--- config.mk ---
export PLATFORM = sky130hd
export DESIGN_NAME = serializador
export DESIGN_NICKNAME = d
export VERILOG_FILES = /design/src/rtl/serializador.sv
export SDC_FILE = /design/constraint.sdc
export NUM_CORES = 1
export LEC_CHECK = 0
export ABC_CLOCK_PERIOD_IN_PS = 2100
export CORE_MARGIN = 2
export CORE_UTILIZATION = 54
export CTS_CLUSTER_DIAMETER = 100
export CTS_CLUSTER_SIZE = 30
export DETAILED_ROUTE_END_ITERATION = 7
export PLACE_DENSITY = 0.91
export REMOVE_ABC_BUFFERS = 1
export SLEW_MARGIN = 10
export SYNTH_ARGS = -nofsm -noshare
export SYNTH_HDL_FRONTEND = slang
export SYNTH_SLANG_ARGS = --single-unit
export TNS_END_PERCENT = 1
--- constraint.sdc ---
create_clock -name clk_100KHz -period 2.1 [get_ports clk_100KHz]
set_input_delay 0.525 -clock clk_100KHz [delete_from_list [all_inputs] [get_ports clk_100KHz]]
set_output_delay 0.525 -clock clk_100KHz [all_outputs]
set_load 0.1 [all_outputs]
--- src/rtl/serializador.sv ---
// serializador: parallel-to-serial transmitter feeding the deserializer stage.
// Each accepted word is shifted out MSB-first with write_out high for every bit.
// The transmitter waits on the downstream busy flag before each word and leaves
// an idle gap after each word.
// Optional build macro SERIALIZADOR_BUF_EN adds a 2-entry input FIFO, so
// ready_out is no longer tied to the IDLE state.
// The serial pins (data_out/write_out) show the SEND state one cycle late.
// As a result, the first bit appears two edges after the accept edge.
module serializador #(
  parameter int unsigned WIDTH      = 8,
  parameter int unsigned GAP_CYCLES = 2
) (
  input  logic             clk_100KHz,
  input  logic             reset,
  input  logic [WIDTH-1:0] data_in,
  input  logic             valid_in,
  output logic             ready_out,
  input  logic             status_in,
  output logic             data_out,
  output logic             write_out,
  output logic             busy_out,
  output logic [7:0]       words_sent
);

  localparam int unsigned BIT_W = $clog2(WIDTH);
  localparam int unsigned GAP_W = 4;
  localparam int unsigned CNT_W = 8;
  localparam logic [BIT_W-1:0] BIT_LAST = BIT_W'(WIDTH - 1);
  localparam logic [GAP_W-1:0] GAP_LAST = GAP_W'((GAP_CYCLES > 0) ? GAP_CYCLES - 1 : 0);

  typedef enum logic [1:0] {
    IDLE    = 2'd0,
    WAIT_DS = 2'd1,
    SEND    = 2'd2,
    GAP     = 2'd3
  } state_e;

  state_e           state_q, state_d;
  logic [WIDTH-1:0] shreg_q, shreg_d;
  logic [BIT_W-1:0] bitcnt_q, bitcnt_d;
  logic [GAP_W-1:0] gapcnt_q, gapcnt_d;
  logic [CNT_W-1:0] words_q, words_d;
  logic             ready_q, ready_d;
  logic             busy_q, busy_d;
  logic             data_q, data_d;
  logic             write_q, write_d;

  logic             accept_c;
  logic             load_c;
  logic             shift_c;
  logic             pending_c;
  logic [WIDTH-1:0] head_c;

  assign accept_c = valid_in & ready_q;

`ifdef SERIALIZADOR_BUF_EN
  logic [WIDTH-1:0] fifo0_q, fifo0_d, fifo1_q, fifo1_d;
  logic [1:0]       count_q, count_d;
  logic             push_c, pop_c;

  assign pending_c = (count_q != 2'd0);
  // An empty FIFO lets the incoming word go straight to the shift register
  assign head_c    = pending_c ? fifo0_q : data_in;

  // FIFO bookkeeping: pop when a queued head is loaded, push anything not bypassed
  always_comb begin
    pop_c   = load_c & pending_c;
    push_c  = accept_c & ~(load_c & ~pending_c);
    fifo0_d = fifo0_q;
    fifo1_d = fifo1_q;
    count_d = count_q;
    if (pop_c) begin
      fifo0_d = fifo1_q;
      count_d = count_d - 2'd1;
    end
    if (push_c) begin
      if (count_d == 2'd0) begin
        fifo0_d = data_in;
      end else begin
        fifo1_d = data_in;
      end
      count_d = count_d + 2'd1;
    end
  end

  // FIFO storage and occupancy
  always_ff @(posedge clk_100KHz) begin
    if (reset) begin
      fifo0_q <= '0;
      fifo1_q <= '0;
      count_q <= 2'd0;
    end else begin
      fifo0_q <= fifo0_d;
      fifo1_q <= fifo1_d;
      count_q <= count_d;
    end
  end
`else
  assign pending_c = 1'b0;
  assign head_c    = data_in;
`endif

  // Next-state decode, bit/gap counters and word counter
  always_comb begin
    state_d  = state_q;
    bitcnt_d = bitcnt_q;
    gapcnt_d = gapcnt_q;
    words_d  = words_q;
    load_c   = 1'b0;
    shift_c  = 1'b0;
    case (state_q)
      IDLE: begin
        if (pending_c || accept_c) begin
          load_c  = 1'b1;
          state_d = WAIT_DS;
        end
      end
      WAIT_DS: begin
        if (!status_in) begin
          state_d  = SEND;
          bitcnt_d = '0;
        end
      end
      SEND: begin
        shift_c  = 1'b1;
        bitcnt_d = bitcnt_q + BIT_W'(1);
        if (bitcnt_q == BIT_LAST) begin
          words_d  = words_q + CNT_W'(1);
          bitcnt_d = '0;
          if (GAP_CYCLES != 0) begin
            state_d  = GAP;
            gapcnt_d = '0;
          end else if (pending_c) begin
            // Zero-gap: fold the downstream check into the last bit so words abut
            load_c  = 1'b1;
            state_d = status_in ? WAIT_DS : SEND;
          end else begin
            state_d = IDLE;
          end
        end
      end
      GAP: begin
        gapcnt_d = gapcnt_q + GAP_W'(1);
        if (gapcnt_q == GAP_LAST) begin
          if (pending_c) begin
            load_c  = 1'b1;
            state_d = WAIT_DS;
          end else begin
            state_d = IDLE;
          end
        end
      end
      default: state_d = IDLE;
    endcase
  end

  // Shift register: a load takes priority over the per-bit shift
  always_comb begin
    shreg_d = shreg_q;
    if (load_c) begin
      shreg_d = head_c;
    end else if (shift_c) begin
      shreg_d = {shreg_q[WIDTH-2:0], 1'b0};
    end
  end

  // Registered output decode
  always_comb begin
    write_d = (state_q == SEND);
    data_d  = (state_q == SEND) ? shreg_q[WIDTH-1] : 1'b0;
`ifdef SERIALIZADOR_BUF_EN
    ready_d = (count_d != 2'd2);
    busy_d  = (state_d != IDLE) || (state_q == SEND) || (count_d != 2'd0);
`else
    ready_d = (state_d == IDLE);
    busy_d  = (state_d != IDLE) || (state_q == SEND);
`endif
  end

  // State, datapath and output registers with synchronous reset
  always_ff @(posedge clk_100KHz) begin
    if (reset) begin
      state_q  <= IDLE;
      shreg_q  <= '0;
      bitcnt_q <= '0;
      gapcnt_q <= '0;
      words_q  <= '0;
      ready_q  <= 1'b1;
      busy_q   <= 1'b0;
      data_q   <= 1'b0;
      write_q  <= 1'b0;
    end else begin
      state_q  <= state_d;
      shreg_q  <= shreg_d;
      bitcnt_q <= bitcnt_d;
      gapcnt_q <= gapcnt_d;
      words_q  <= words_d;
      ready_q  <= ready_d;
      busy_q   <= busy_d;
      data_q   <= data_d;
      write_q  <= write_d;
    end
  end

  assign ready_out  = ready_q;
  assign busy_out   = busy_q;
  assign data_out   = data_q;
  assign write_out  = write_q;
  assign words_sent = words_q;

endmodule
==> impl_metrics.yaml <==
status:
  run_status: "complete, no violations"
synthesis:
  synth-xor-area-share: 0.0415
  ys_types: 37
  synth_top_family_by_area: "simple AND/OR/NAND/NOR gates"
  yosysMostFrequentCell: "dfxtp_1"
  ys_ff_latch: 29
  async_reset_ff_frac: 0
  yosys.area_share.simple: 0.240
  synthFlopType: "dfxtp_1"
  yosysTopAreaCell: "dfxtp_1"
  avgSynthCellArea_um2: 8.98
  synth_commonest_cells: "dfxtp_1 (29), nor2_1 (17), a21oi_1 (14), nand2_1 (14), a22oi_1 (9)"
  ys_warn_count: 0
  synth_area_mm2: 0.00127
  synth_compound_area_frac: 0.158
  seq_area_frac_synth: 0.458
  synth_area_leaders: "dfxtp_1 (46%), a21oi_1 (5.5%), a22oi_1 (5.3%)"
  synthMuxAreaShare: 0.00791
  synth_top_area_frac: 0.458
  synth_edf_count: 0
  synth_fa_ha_area_frac: 0.0494
  syn_inst: 141
sta:
  clock_skew_ps: 1.77
  finalWorstSetupSlack_ps: 443
  tns_ps: 0
  slew_headroom: 0.686
  period_minus_slack_ps: 1660
  rsz0062_at_grt: "false"
  drv_slew: 0
  period_share: 0.789
  hold_violations: 0
  tightest_slew_ps: 471
  clock.fmax_mhz: 604
  setup_violations: 0
min_path:
  hold_path.class: "reg -> reg"
  holdCritStartpoint: "shreg_q[7]"
clock_tree:
  cts_hold_buf: 0
  clkSinkCount: 29
  ctsLongestPathBuffers: 2
  numCtsBuffers: 5
  worstSkewPairLatency_ps: 320
  post_cts_resized: 0
  cts-htree-levels: 2
  path_clk_slew_ps: 80
  cts_setup_buffers: 0
  clockRootBuffer: "clkbuf_4"
  tritoncts: "yes"
drt:
  drt_iter0_drc: 22
  first_pass_iters: 5
  antenna_left: 0
  vias: 1074
  via_per_inst: 5.54
  drt-wirelength-per-cell_um: 12.9
  drc_errors: 0
  routed_wl_um: 2510
power:
  intPower_uw: 833
  p_comb_frac: 0.204
  vdd_drop_max_v: 0.000600
  p_clk_frac: 0.278
  power_frac_seq: 0.518
  pwr_density_cell_mw_per_mm2: 761
  switching_share: 0.309
  p_leak_nw: 0.619
  switchingPower_uw: 372
worst_setup_path:
  cp-start-kind: "flop"
  arrival_ps: 1920
  worstPathRequired_ps: 2360
  r2r_start: "bitcnt_q[0]"
  critical_path_class: "reg -> reg"
  crit_path_end_kind: "flop"
  path_max_fanout: 8
  crit_path_start: "bitcnt_q[0]"
cells_and_area:
  instances_no_fill: 194
  multi_input_area_um2: 629
  n_antenna_cell: 0
  syn_to_final_growth_pct: 25.1
  fin_nets: 183
  design_area_mm2: 0.00158
  ff_latch_area_um2: 581
  fill_cells: 169
  drive_above_1_share: 0.163
floorplanning:
  die_area_mm2: 0.00275
  core_mm2: 0.00221
  fp.dieW_um: 52.4
  rows: 17
  initial_core_util: 0.572
  fp.dieH_um: 52.4
  io_pins: 24
global_routing:
  antenna_found_initial: 0
  grt_use_total: 0.212
  grt_pass1_vias: 998
  gr-total-overflow: 0
  grt_first_pass_wirelength_um: 4230
  grt_max_degree: 15
job:
  cap_violations: 0
placement:
  portBuffers: 23
  hpwl_um: 1830
  place_congestion: 0.787
  post-place-cells: 187
  place_area_mm2: 0.00153
  place_ws_ps: 209
==> metal layers <==
| layer | vias to the layer above | part of all wire | track usage |
|---|---|---|---|
| met2 | 28 | 0.50 | 0.338 |
| met5 | - | 0 | 0 |
| met1 | 499 | 0.44 | 0.257 |
| met4 | 0 | 0.017 | 0.0769 |
| li1 | 540 | - | - |
| met3 | 7 | 0.051 | 0.0857 |
==> area by class of cell <==
cell class	instances	area share
flip-flops and latches	29	0.367
clock buffers	7	0.0348
multi-input cells	101	0.397
well taps	28	0.0221
repair buffers	26	0.172
inverters	3	0.00711
==> through the flow <==
step / hold slack, ps / util / power (mW)
6_report: 460 / 0.716 / 1.20
5_1_grt: 486 / 0.716 / 1.27
4_1_cts: 460 / 0.716 / 1.22
3_5_place_dp: 449 / 0.691 / 0.881
3_3_place_gp: 439 / 0.691 / 0.870
2_1_floorplan: 426 / - / 0.801
==> placed cells by master (no fill, tap or decap), types with 2 or more instances in the layout <==
cell type | Yosys | final
a22oi_1 | 9 | 9
inv_1 | 3 | 3
xnor2_1 | 3 | 3
buf_12 | 0 | 4
nor2_1 | 17 | 17
dfxtp_1 | 29 | 29
nand3_1 | 4 | 4
buf_4 | 1 | 11
xor2_1 | 3 | 3
or3_1 | 2 | 2
nand4_1 | 2 | 2
clkdlybuf4s50_1 | 0 | 11
a21oi_1 | 14 | 14
nand3b_1 | 2 | 2
nor3_1 | 2 | 2
clkbuf_4 | 0 | 5
nor3_2 | 2 | 2
nand2b_1 | 2 | 2
nor2b_1 | 2 | 2
and2_1 | 2 | 2
nand2_1 | 14 | 14
ha_1 | 5 | 5
o21ai_0 | 2 | 2
==> final timing paths <==
check,to,slack [ps],depth (start not counted)
max reg2reg,words_sent[3],440,5
max,words_sent[3],440,5
min reg2reg,shreg_q[7],460,2
min,shreg_q[7],460,2
==> power by group through the flow <==
stage,registers (mW),logic [mW],clock network (mW)
floorplan,0.702,0.0986,0
finish,0.624,0.246,0.335
global placement,0.633,0.237,0
global route,0.630,0.268,0.373
CTS,0.624,0.246,0.346
detailed placement,0.636,0.245,0
==> flip-flops by register name, indices dropped and copies added (netlist names) <==
signal / cells
busy_out: 1
ready_out: 1
bitcnt_q: 3
gapcnt_q: 4
words_sent: 8
state_q: 2
data_out: 1
write_out: 1
shreg_q: 8
==> critical path, cell delays in order, from the launching register on <==
cell and delay (ps):
dfxtp_1 400, ha_1 170, ha_1 280, nand4_1 240, or3_1 360, a21oi_1 140
==> cells by family (layout without fill, tap and decap cells) <==
family	after synthesis	count (layout)
XOR/XNOR	6	6
flip-flops	29	29
buffers and inverters	11	36
adder cells (fa/ha/maj)	5	5
AND/OR/NAND/NOR	58	58
AO/OA/AOI/OAI	31	31
multiplexers	1	1
Note: power is estimated with default switching activity, not from simulation.
